File: config.mk
export PLATFORM = sky130hd
export DESIGN_NAME = mio_input_responder_flat
export DESIGN_NICKNAME = d
export VERILOG_FILES = /design/src/rtl/mio_input_responder_if.sv /design/src/rtl/mio_input_responder.sv /design/src/flat_wrapper.sv
export SDC_FILE = /design/constraint.sdc
export NUM_CORES = 1
export LEC_CHECK = 0
export CORE_ASPECT_RATIO = 0.6
export CORE_UTILIZATION = 54
export DETAILED_ROUTE_END_ITERATION = 7
export PLACE_DENSITY_LB_ADDON = 0.3
export REMOVE_ABC_BUFFERS = 1
export SETUP_SLACK_MARGIN = 0.2
export SYNTH_ARGS = -nofsm -noshare
export SYNTH_HDL_FRONTEND = slang
export SYNTH_SLANG_ARGS = --single-unit
File: constraint.sdc
create_clock -name clk -period 2.3 [get_ports clk]
set_input_delay 0.46 -clock clk [delete_from_list [all_inputs] [get_ports clk]]
set_output_delay 0.46 -clock clk [all_outputs]
set_load 0.02 [all_outputs]
File: src/rtl/mio_input_responder_if.sv
// MIO bus slice seen by the input responder: CPU-side decode, write path,
// registered read data and the interrupt level.
interface mio_input_responder_if;
    logic        sel;
    logic        we;
    logic [1:0]  addr;
    logic [31:0] wdata;
    logic [31:0] rdata;
    logic        irq;

    modport master (output sel, output we, output addr, output wdata,
                    input  rdata, input irq);
    modport slave  (input  sel, input  we, input  addr, input  wdata,
                    output rdata, output irq);
endinterface

File: src/rtl/mio_input_responder.sv
// Input-side MIO peripheral: synchronises and debounces switches/buttons,
// latches button rising edges into W1C pending bits, raises a masked irq.

// One debounced input bit: sample history shifted on tick, level accepted
// once every entry agrees and differs from the current debounced value.
module mio_deb_lane #(
    parameter int DEB_SAMPLES = 4
) (
    input  logic clk,
    input  logic rst,
    input  logic tick,
    input  logic din,
    output logic db,
    output logic rise
);
    logic [DEB_SAMPLES-1:0] hist;
    logic [DEB_SAMPLES-1:0] hist_n;

    assign hist_n = {hist[DEB_SAMPLES-2:0], din};
    // Rising edge is flagged on the same edge that db flips to 1.
    assign rise   = tick && (&hist_n) && !db;

    // History shift and debounced level update on each sample tick.
    always_ff @(posedge clk) begin
        if (rst) begin
            hist <= '0;
            db   <= 1'b0;
        end else if (tick) begin
            hist <= hist_n;
            if (&hist_n)
                db <= 1'b1;
            else if (~|hist_n)
                db <= 1'b0;
        end
    end
endmodule

module mio_input_responder #(
    parameter logic [15:0] TICK_DIV    = 16'd50000,
    parameter int          DEB_SAMPLES = 4
) (
    input  logic                   clk,
    input  logic                   rst,
    input  logic [15:0]            sw_raw,
    input  logic [4:0]             btn_raw,
    mio_input_responder_if.slave   bus
);
    localparam int NBITS = 21;

    logic [NBITS-1:0] s1, s2;
    logic [NBITS-1:0] db;
    logic [NBITS-1:0] rise;
    logic [15:0]      tcnt;
    logic             tick;
    logic [4:0]       pend, mask;
    logic [4:0]       clr;
    logic [31:0]      rd_mux;
    logic             wr;
    logic             unused_bits;

    assign tick = (tcnt == TICK_DIV - 16'd1);
    assign wr   = bus.sel && bus.we;
    assign unused_bits = ^{rise[15:0], bus.wdata[31:5]};

    // Two-flop synchroniser; buttons occupy the top five bits.
    always_ff @(posedge clk) begin
        if (rst) begin
            s1 <= '0;
            s2 <= '0;
        end else begin
            s1 <= {btn_raw, sw_raw};
            s2 <= s1;
        end
    end

    // Free-running sample divider, 0..TICK_DIV-1.
    always_ff @(posedge clk) begin
        if (rst)
            tcnt <= '0;
        else if (tick)
            tcnt <= '0;
        else
            tcnt <= tcnt + 16'd1;
    end

    mio_deb_lane #(.DEB_SAMPLES(DEB_SAMPLES)) u_lane [NBITS-1:0] (
        .clk  (clk),
        .rst  (rst),
        .tick (tick),
        .din  (s2),
        .db   (db),
        .rise (rise)
    );

    // Read mux and W1C clear mask; reads see pre-write state.
    always_comb begin
        clr    = '0;
        rd_mux = '0;
        if (wr && bus.addr == 2'd1)
            clr = bus.wdata[4:0];
        case (bus.addr)
            2'd0:    rd_mux = {11'b0, db};
            2'd1:    rd_mux = {27'b0, pend};
            2'd2:    rd_mux = {27'b0, mask};
            default: rd_mux = {16'b0, tcnt};
        endcase
    end

    // Pending/mask registers, registered read data and irq level.
    always_ff @(posedge clk) begin
        if (rst) begin
            pend      <= '0;
            mask      <= '0;
            bus.rdata <= '0;
            bus.irq   <= 1'b0;
        end else begin
            // A new edge beats a simultaneous clear.
            pend      <= (pend & ~clr) | rise[20:16];
            if (wr && bus.addr == 2'd2)
                mask <= bus.wdata[4:0];
            bus.rdata <= rd_mux;
            bus.irq   <= |(pend & mask);
        end
    end
endmodule

File: src/flat_wrapper.sv
// flat-port wrapper written by rule: the top's interface ports become plain ports
module mio_input_responder_flat 
#(
    parameter logic [15:0] TICK_DIV    = 16'd50000,
    parameter int          DEB_SAMPLES = 4
)
  (clk, rst, sw_raw, btn_raw, bus_sel, bus_we, bus_addr, bus_wdata, bus_rdata, bus_irq);
  mio_input_responder_if bus_i ();
  input  logic clk;
  input  logic rst;
  input  logic [15:0] sw_raw;
  input  logic [4:0] btn_raw;
  input wire logic [$bits(bus_i.sel)-1:0] bus_sel;
  input wire logic [$bits(bus_i.we)-1:0] bus_we;
  input wire logic [$bits(bus_i.addr)-1:0] bus_addr;
  input wire logic [$bits(bus_i.wdata)-1:0] bus_wdata;
  output wire logic [$bits(bus_i.rdata)-1:0] bus_rdata;
  output wire logic [$bits(bus_i.irq)-1:0] bus_irq;
  assign bus_i.sel = bus_sel;
  assign bus_i.we = bus_we;
  assign bus_i.addr = bus_addr;
  assign bus_i.wdata = bus_wdata;
  assign bus_rdata = bus_i.rdata;
  assign bus_irq = bus_i.irq;
  mio_input_responder #(.TICK_DIV(TICK_DIV), .DEB_SAMPLES(DEB_SAMPLES)) u_core (.clk(clk), .rst(rst), .sw_raw(sw_raw), .btn_raw(btn_raw), .bus(bus_i));
endmodule
==> results_tabular.tex, run 1 <==
\begin{tabular}{lr}
\hline
Metric & Value \\
\hline
\multicolumn{2}{l}{\textbf{Place}} \\
Post-Place Cell Area & $\sim$7000 um\^{}2 \\
Placement Setup Slack & 0.195 ns \\
Final weighted congestion in routability-driven placement & between 0.8 and 0.9 \\
Number of buffers inserted by port buffering & 53 \\
Post-detail-place hpwl & $\sim$8700 um \\
\multicolumn{2}{l}{\textbf{Synthesis}} \\
Fraction of synthesized cell area in xor and xnor cells & $\sim$1.8\% \\
Most instantiated flip-flop cell in the synthesis netlist & sky130\_fd\_sc\_hd\_\_dfxtp\_1 \\
Unique cell type count in the Yosys netlist & 39 \\
Post-Syn Instances & 712 \\
Fraction of the mapped netlist area in simple logic gates & 26.1\% \\
Mapped cell area & 6430 um\^{}2 \\
Sequential element share of the synthesized area & 54.2\% \\
Share of the synthesized area in compound gates (AO/OA/AOI/OAI) & 10.6\% \\
Async set or reset register ratio after synthesis & 0\% \\
Combinational family with the most area after synthesis & simple AND/OR/NAND/NOR gates \\
Synthesized area divided by synthesized cell count & 9.03 um\^{}2 \\
Register bit count reported by yosys & 174 \\
Multiplexer fraction of the synthesized cell area & 2.53\% \\
Synth warnings & 0 \\
Number of enable-type register cells in the synthesized netlist & 0 \\
Fraction of the mapped netlist area in adder cells & 0.195\% \\
\multicolumn{2}{l}{\textbf{Die}} \\
I/O pin count & 92 \\
Die footprint & 12400 um\^{}2 \\
Die Span X & $\sim$140 um \\
Standard-cell row count & 30 \\
Core Region & roughly 11000 um\^{}2 \\
Die height & 86.5 um \\
Initial core utilization & between 50\% and 60\% \\
\multicolumn{2}{l}{\textbf{Job}} \\
Max-capacitance violation count & 0 \\
\multicolumn{2}{l}{\textbf{Setup path}} \\
Kind of end point of the critical path & flip-flop \\
Type of the setup path with the least slack & flip-flop to flip-flop \\
Worst flop-to-flop path startpoint & u\_core.tcnt[0]\$\_SDFF\_PP0\_ \\
Startpoint class of the critical path & flip-flop \\
CP max FO & 19 \\
R2R Setup Slk & 0.28 ns \\
Cells on worst reg2reg path & 6 \\
Worst reg2reg endpoint & u\_core.pend[0]\$\_SDFF\_PP0\_ \\
Critical Path AT & 2.37 ns \\
Required time of the worst setup path & about 2.7 ns \\
\multicolumn{2}{l}{\textbf{Global route}} \\
Met1 capacity usage during global routing & 30.4\% \\
Global-route wire length before repair & 22100 um \\
GRT Util Overall & 23.1\% \\
Largest net degree at the start of global routing & 81 \\
Number of global-route vias before repair & 4637 \\
Total congestion overflow after global routing & 0 \\
Met3 track demand over resource in global routing & 5.86\% \\
Initial antenna violation count & 0 \\
Layer with the highest usage & met2 \\
Met2 track demand over resource in global routing & 37.7\% \\
\multicolumn{2}{l}{\textbf{Hold path}} \\
Origin of the worst min-delay path & rst \\
Hold-critical path depth & 2 \\
WHS Endpoint & u\_core.s2[20]\$\_SDFF\_PP0\_ \\
Worst Hold Class & primary input to flip-flop \\
\multicolumn{2}{l}{\textbf{Finish}} \\
Antenna Diode Count & 0 \\
Final net count & a little over 800 \\
Non-Filler Cell Area, Final & 7740 um\^{}2 \\
Share of final-layout standard cells stronger than drive strength 1 & 7.78\% \\
Synthesis-to-finish area growth & 20.4\% \\
\multicolumn{2}{l}{\textbf{Timing}} \\
Clock skew after layout & 0.00811 ns \\
Max-Slew Margin vs Limit & around 38\% \\
Worst setup margin & 0.282 ns \\
Time the worst path needs with I/O delays and setup & 2.02 ns \\
Number of setup violations in the final report & 0 \\
Number of failing hold endpoints at the final stage & 0 \\
Fraction of the cycle the final worst path needs & roughly 88\% \\
Unrepaired setup endpoints after global routing & false \\
Highest clock rate & 0.495 GHz \\
Slew of the pin with the lowest slew margin & $\sim$0.93 ns \\
Max-slew violation total from the final report & 0 \\
\multicolumn{2}{l}{\textbf{CTS}} \\
Number of buffers between clock root and the deepest sink & 2 \\
Cts-stage hold buffer count & 0 \\
Cts bufs inserted & 17 \\
Clock tree from TritonCTS & built \\
Clock latency at the later pin of the worst-skew pair & 0.42 ns \\
Clock sinks & 174 \\
CTS root buf & sky130\_fd\_sc\_hd\_\_clkbuf\_16 \\
Worst-path clk slew & around 0.06 ns \\
H-tree lvl count & 4 \\
\multicolumn{2}{l}{\textbf{Route}} \\
Detailed-routing iteration count for the pre-antenna-repair pass & 5 \\
Via count & about 5000 \\
DRC violations left & 0 \\
Number of vias per cell & around 5.5 \\
Iteration-0 DRC count of the detailed router & 433 \\
Wire length after detailed routing & 13500 um \\
Average wire per cell in the routed design & between 10 and 15 um \\
Antenna Violating Nets Remaining & 0 \\
\multicolumn{2}{l}{\textbf{Power and ir drop}} \\
P per Cell Area & around 800 nW/um\^{}2 \\
Static leakage power & about 2.8 nW \\
Worst IR drop on VDD & 589 uV \\
\multicolumn{2}{l}{\textbf{Run status}} \\
Outcome & finished, final reports clean \\
\hline
\end{tabular}
## worst max-delay path by stage
stage / startpoint / endpoint / depth (start not counted)
6_report: u_core.tcnt[0]$_SDFF_PP0_ / u_core.pend[0]$_SDFF_PP0_ / 6
5_1_grt: u_core.tcnt[0]$_SDFF_PP0_ / u_core.pend[0]$_SDFF_PP0_ / 6
4_1_cts: u_core.tcnt[0]$_SDFF_PP0_ / u_core.u_lane[2].hist[2]$_SDFFE_PP0P_ / 6
3_5_place_dp: bus_addr[0] / u_core.bus.rdata[7]$_SDFF_PP0_ / 4
3_3_place_gp: bus_addr[0] / u_core.bus.rdata[10]$_SDFF_PP0_ / 4
2_1_floorplan: u_core.tcnt[0]$_SDFF_PP0_ / u_core.u_lane[16].db$_SDFFE_PP0P_ / 5
## sequential cells by signal, indices dropped and copies added (netlist names)
register,cells
u_core.pend,5
u_core.bus.irq,1
u_core.s1,21
u_core.mask,5
u_core.s2,21
u_core.bus.rdata,21
u_core.u_lane.hist,63
u_core.u_lane.db,21
u_core.tcnt,16
## worst max-delay path: stages, from the launching register on
cell	delay, ns
sky130_fd_sc_hd__dfxtp_1	0.43
sky130_fd_sc_hd__ha_1	0.25
sky130_fd_sc_hd__and3_1	0.30
sky130_fd_sc_hd__nand4_2	0.22
sky130_fd_sc_hd__buf_12	0.24
sky130_fd_sc_hd__or3_1	0.37
sky130_fd_sc_hd__a21oi_1	0.15
## stage by stage
step                instances  utilization [%]  setup TNS (ns)  hold WS (ns)  power (mW)
floorplan                 667                -          -37.82         0.414        3.21
global placement          899             62.3               0         0.416        3.35
detailed placement        899             62.3               0         0.426        3.35
CTS                       931             67.6               0         0.415        6.26
global route              931             67.6               0         0.426        6.44
finish                    931             67.6               0         0.423        6.23
## Yosys cell counts, types with 2 or more instances
cell / instances / share of area [%]
sky130_fd_sc_hd__mux4_2: 5 / 1.8
sky130_fd_sc_hd__nor4_1: 5 / 0.49
sky130_fd_sc_hd__xnor2_1: 11 / 1.5
sky130_fd_sc_hd__nand3_1: 4 / 0.31
sky130_fd_sc_hd__and4_1: 18 / 2.5
sky130_fd_sc_hd__nand4_1: 11 / 1.1
sky130_fd_sc_hd__nor2b_1: 51 / 5.0
sky130_fd_sc_hd__and4bb_2: 2 / 0.39
sky130_fd_sc_hd__inv_1: 4 / 0.23
sky130_fd_sc_hd__dfxtp_1: 174 / 54
sky130_fd_sc_hd__a21oi_1: 86 / 6.7
sky130_fd_sc_hd__nor4bb_1: 2 / 0.31
sky130_fd_sc_hd__a22oi_1: 12 / 1.4
sky130_fd_sc_hd__nor3_1: 4 / 0.31
sky130_fd_sc_hd__clkbuf_1: 29 / 1.7
sky130_fd_sc_hd__o21ai_0: 21 / 1.6
sky130_fd_sc_hd__and2_1: 7 / 0.68
sky130_fd_sc_hd__xor2_1: 2 / 0.27
sky130_fd_sc_hd__nor2_1: 36 / 2.1
sky130_fd_sc_hd__or4_1: 21 / 2.5
sky130_fd_sc_hd__buf_4: 11 / 1.3
sky130_fd_sc_hd__mux2i_1: 5 / 0.78
sky130_fd_sc_hd__o31ai_1: 4 / 0.47
sky130_fd_sc_hd__or3_1: 4 / 0.39
sky130_fd_sc_hd__buf_2: 13 / 1.0
sky130_fd_sc_hd__nand2_1: 157 / 9.2
## cells by family (layout without fill, tap and decap cells)
kind of cell,Yosys count,in the layout
AO/OA/AOI/OAI,126,126
XOR/XNOR,13,13
AND/OR/NAND/NOR,328,328
multiplexers,10,10
buffers and inverters,59,108
flip-flops,174,174
other,1,11
adder cells (fa/ha/maj),1,1
## layout make-up
cell class	instances	area, um^2
fillers	899	3710
multi-input cells	489	2700
well taps	160	200
flip-flops and latches	174	3480
clock inverters	9	134
clock buffers	23	478
repair buffers	72	733
inverters	4	15.0
## where the power goes
group	internal, mW	switching, mW	leakage (nW)	total (mW)
sequential	3.06	0.0227	1.41	3.08
combinational	0.102	0.108	1.08	0.210
clock	1.80	1.14	0.297	2.94
total	4.96	1.27	2.78	6.23
## layout by cell type, fill, tap and decap left out, types with 3 or more instances in the layout
master,count
sky130_fd_sc_hd__dfxtp_1,174
sky130_fd_sc_hd__o21ai_0,21
sky130_fd_sc_hd__inv_1,4
sky130_fd_sc_hd__clkdlybuf4s50_1,52
sky130_fd_sc_hd__clkbuf_16,17
sky130_fd_sc_hd__nand4_1,11
sky130_fd_sc_hd__nand2_1,157
sky130_fd_sc_hd__a22oi_1,12
sky130_fd_sc_hd__nor3_1,4
sky130_fd_sc_hd__nand3_1,4
sky130_fd_sc_hd__or3_1,4
sky130_fd_sc_hd__clkbuf_1,3
sky130_fd_sc_hd__conb_1,11
sky130_fd_sc_hd__buf_12,5
sky130_fd_sc_hd__clkinv_4,3
sky130_fd_sc_hd__bufinv_16,3
sky130_fd_sc_hd__a21oi_1,86
sky130_fd_sc_hd__mux2i_1,5
sky130_fd_sc_hd__nor4_1,5
sky130_fd_sc_hd__nor2b_1,51
sky130_fd_sc_hd__and2_1,7
sky130_fd_sc_hd__o31ai_1,4
sky130_fd_sc_hd__xnor2_1,11
sky130_fd_sc_hd__or4_1,21
sky130_fd_sc_hd__clkbuf_8,3
sky130_fd_sc_hd__mux4_2,5
sky130_fd_sc_hd__and4_1,17
sky130_fd_sc_hd__buf_4,15
sky130_fd_sc_hd__nor2_1,36
## repair_timing
action                     CTS  global route
setup endpoints to repair    0             7
resized for setup            0             1
hold endpoints to repair     0             0
buffers inserted             0             0
## layer usage
metal	vias up	wire [um]
met5	-	0
met2	142	6570
met1	2443	6160
met3	22	659
met4	0	157
li1	2506	-
Power figures use the tool's default switching activity.
==> inputs of run 2 (changes only) <==
CORE_MARGIN = 2   (was default)
RECOVER_POWER = 50   (was default)
==> run 2 against run 1 <==
Cell count stayed put. Worst hold slack gained 0.011 ns. Sequential power about the same. Clock skew about the same. Critical path depth stayed put. Utilization shrank 0.91 points. First-iteration DRC count decreased by 32%. Global-route usage fell by 0.76 points. Non-clock buffer count unchanged. Die area rose by 3.7%. Cell area shrank 1.3%. Highest routed layer unchanged.
==> results_tabular.tex, run 2 (same netlist as run 1, synthesis figures left out) <==
\begin{tabular}{lr}
\hline
Metric & Value \\
\hline
\multicolumn{2}{l}{\textbf{Timing}} \\
Highest clock rate & 0.498 GHz (was 0.495 GHz) \\
Clock skew after layout & 0.00765 ns (was 0.00811 ns) \\
Time the worst path needs with I/O delays and setup & 2.01 ns (was 2.02 ns) \\
Sum of negative setup slack & 0 ns (unchanged) \\
Fraction of the cycle the final worst path needs & 87.3\% (was 87.7\%) \\
Max-Slew Margin vs Limit & 14.8\% (was 37.7\%) \\
Number of setup violations in the final report & 0 (unchanged) \\
Max-slew violation total from the final report & 0 (unchanged) \\
Unrepaired setup endpoints after global routing & false (unchanged) \\
Slew of the pin with the lowest slew margin & 1.28 ns (was 0.931 ns) \\
Number of failing hold endpoints at the final stage & 0 (unchanged) \\
\multicolumn{2}{l}{\textbf{Global route}} \\
GRT Util Overall & 22.3\% (was 23.1\%) \\
Total congestion overflow after global routing & 0 (unchanged) \\
Initial antenna violation count & 0 (unchanged) \\
Global-route wire length before repair & 22300 um (was 22100 um) \\
Largest net degree at the start of global routing & 75 (was 81) \\
Number of global-route vias before repair & 4855 (was 4637) \\
\multicolumn{2}{l}{\textbf{Finish}} \\
Synthesis-to-finish area growth & 18.8\% (was 20.4\%) \\
Share of final-layout standard cells stronger than drive strength 1 & 7.13\% (was 7.78\%) \\
Register containing the most flip-flops in the final layout & u\_core.u\_lane.hist (unchanged) \\
Final net count & 818 (unchanged) \\
Fill cell count & 892 (was 899) \\
Final core utilization & 66.7\% (was 67.6\%) \\
Most common library cell in the layout ignoring fill and taps & sky130\_fd\_sc\_hd\_\_dfxtp\_1 (unchanged) \\
FF/Latch Area & 3480 um\^{}2 (unchanged) \\
Commonest cells after routing, fill and taps aside & sky130\_fd\_sc\_hd\_\_dfxtp\_1 (174), sky130\_fd\_sc\_hd\_\_nand2\_1 (157), sky130\_fd\_sc\_hd\_\_a21oi\_1 (86), sky130\_fd\_sc\_hd\_\_nor2b\_1 (51), sky130\_fd\_sc\_hd\_\_nor2\_1 (36) (was sky130\_fd\_sc\_hd\_\_dfxtp\_1 (174), sky130\_fd\_sc\_hd\_\_nand2\_1 (157), sky130\_fd\_sc\_hd\_\_a21oi\_1 (86), sky130\_fd\_sc\_hd\_\_clkdlybuf4s50\_1 (52), sky130\_fd\_sc\_hd\_\_nor2b\_1 (51)) \\
Antenna Diode Count & 0 (unchanged) \\
Fin cells & 931 (unchanged) \\
Footprint of the multi-input gates & 2690 um\^{}2 (was 2700 um\^{}2) \\
Max FFs per register & 63 (unchanged) \\
\multicolumn{2}{l}{\textbf{Setup path}} \\
Critical Path AT & 2.35 ns (was 2.37 ns) \\
Cells on worst reg2reg path & 6 (unchanged) \\
Type of the setup path with the least slack & flip-flop to flip-flop (unchanged) \\
Required time of the worst setup path & 2.64 ns (was 2.65 ns) \\
Startpoint class of the critical path & flip-flop (unchanged) \\
Worst reg2reg endpoint & u\_core.pend[2]\$\_SDFF\_PP0\_ (was u\_core.pend[0]\$\_SDFF\_PP0\_) \\
CP max FO & 9 (was 19) \\
Kind of end point of the critical path & flip-flop (unchanged) \\
R2R Setup Slk & 0.29 ns (was 0.28 ns) \\
Critical Path Source & u\_core.tcnt[0]\$\_SDFF\_PP0\_ (unchanged) \\
Worst flop-to-flop path startpoint & u\_core.tcnt[0]\$\_SDFF\_PP0\_ (unchanged) \\
\multicolumn{2}{l}{\textbf{Power and ir drop}} \\
Worst IR drop on VDD & 686 uV (was 589 uV) \\
Net switching fraction of the power & 22.1\% (was 20.4\%) \\
Logic gate share of total power & 3.4\% (about the same) \\
Switching pwr & 1.32 mW (was 1.27 mW) \\
Clock Power Share & 45.3\% (was 47.2\%) \\
Proportion of power drawn by flip-flops and latches & 51.3\% (was 49.4\%) \\
Static leakage power & 2.78 nW (about the same) \\
Internal power & 4.68 mW (was 4.96 mW) \\
P per Cell Area & 786 nW/um\^{}2 (was 805 nW/um\^{}2) \\
\multicolumn{2}{l}{\textbf{Route}} \\
Number of vias per cell & 5.46 (was 5.49) \\
Detailed-routing iteration count for the pre-antenna-repair pass & 6 (was 5) \\
DRC violations left & 0 (unchanged) \\
Iteration-0 DRC count of the detailed router & 295 (was 433) \\
Average wire per cell in the routed design & 14.6 um (was 14.5 um) \\
Via count & 5081 (was 5113) \\
Antenna Violating Nets Remaining & 0 (unchanged) \\
Wire length after detailed routing & 13600 um (was 13500 um) \\
\multicolumn{2}{l}{\textbf{CTS}} \\
Cts bufs inserted & 17 (unchanged) \\
Cts-stage hold buffer count & 0 (unchanged) \\
H-tree lvl count & 4 (unchanged) \\
Clock sinks & 174 (unchanged) \\
Worst-path clk slew & 0.07 ns (was 0.06 ns) \\
Clock tree from TritonCTS & built (unchanged) \\
Number of buffers between clock root and the deepest sink & 2 (unchanged) \\
CTS root buf & sky130\_fd\_sc\_hd\_\_clkbuf\_16 (unchanged) \\
Setup Buffers After CTS & 0 (unchanged) \\
Post-CTS resize count & 0 (unchanged) \\
Clock latency at the later pin of the worst-skew pair & 0.42 ns (about the same) \\
\multicolumn{2}{l}{\textbf{Die}} \\
Standard-cell row count & 30 (unchanged) \\
Die Span X & 145 um (was 143 um) \\
I/O pin count & 92 (unchanged) \\
Initial core utilization & 56.1\% (unchanged) \\
Die height & 88.5 um (was 86.5 um) \\
Die footprint & 12800 um\^{}2 (was 12400 um\^{}2) \\
Core Region & 11400 um\^{}2 (unchanged) \\
\multicolumn{2}{l}{\textbf{Place}} \\
Number of buffers inserted by port buffering & 53 (unchanged) \\
Final weighted congestion in routability-driven placement & 0.880 (was 0.836) \\
Post-detail-place hpwl & 8800 um (was 8660 um) \\
Placed cell count & 899 (unchanged) \\
\multicolumn{2}{l}{\textbf{Hold path}} \\
WHS Endpoint & u\_core.s2[17]\$\_SDFF\_PP0\_ (was u\_core.s2[20]\$\_SDFF\_PP0\_) \\
Origin of the worst min-delay path & u\_core.s1[17]\$\_SDFF\_PP0\_ (was rst) \\
Hold-critical path depth & 1 (was 2) \\
Worst Hold Class & flip-flop to flip-flop (was primary input to flip-flop) \\
\multicolumn{2}{l}{\textbf{Job}} \\
Max-capacitance violation count & 0 (unchanged) \\
\multicolumn{2}{l}{\textbf{Run status}} \\
Outcome & finished, final reports clean (unchanged) \\
\hline
\end{tabular}
==> run 2: per-layer routing <==
metal	GRT usage (%)	up-vias	routed length (um)
li1	-	2502	-
met2	37.1	142	6350
met4	7.86	0	158
met5	0	-	0
met3	5.90	19	633
met1	28.4	2418	6490
==> run 2: cell type report <==
cell class	count	area share, %
Sequential cell	174	45.6
Multi-Input combinational cell	489	35.2
Timing Repair Buffer	72	9.04
Clock buffer	20	5.85
Tap cell	160	2.62
Clock inverter	12	1.47
Inverter	4	0.197
==> run 2: power by group through the flow <==
stage,Combinational (mW),Clock [mW],Sequential [mW]
finish,0.206,2.72,3.08
global route,0.225,2.89,3.08
CTS,0.213,2.75,3.08
detailed placement,0.212,0,3.14
global placement,0.207,0,3.14
floorplan,0.0766,0,3.14
==> run 2: metrics by stage <==
stage	setup WS, ns	total power [mW]	cell area, um^2	hold WS [ns]
after floorplan	-0.727	3.21	6190	0.414
after global placement	0.284	3.35	7110	0.418
after detailed placement	0.191	3.36	7110	0.420
after CTS	0.401	6.04	7670	0.416
after global routing	0.141	6.20	7640	0.459
final	0.293	6.00	7640	0.434
==> run 2: worst max-delay path: stages (launching register included) <==
cell                      delay (ns)
sky130_fd_sc_hd__dfxtp_1        0.42
sky130_fd_sc_hd__ha_1           0.23
sky130_fd_sc_hd__and3_1         0.25
sky130_fd_sc_hd__nand4_1        0.25
sky130_fd_sc_hd__buf_4          0.28
sky130_fd_sc_hd__or3_1          0.35
sky130_fd_sc_hd__a21oi_1        0.15
==> run 2: worst max path at each step <==
| stage | slack, ns | end |
|---|---|---|
| after detailed placement | 0.19 | u_core.bus.rdata[7]$_SDFF_PP0_ |
| after CTS | 0.40 | u_core.pend[1]$_SDFF_PP0_ |
| after global placement | 0.28 | u_core.bus.rdata[6]$_SDFF_PP0_ |
| final | 0.29 | u_core.pend[2]$_SDFF_PP0_ |
| after floorplan | -0.73 | u_core.u_lane[16].db$_SDFFE_PP0P_ |
| after global routing | 0.14 | u_core.u_lane[6].db$_SDFFE_PP0P_ |
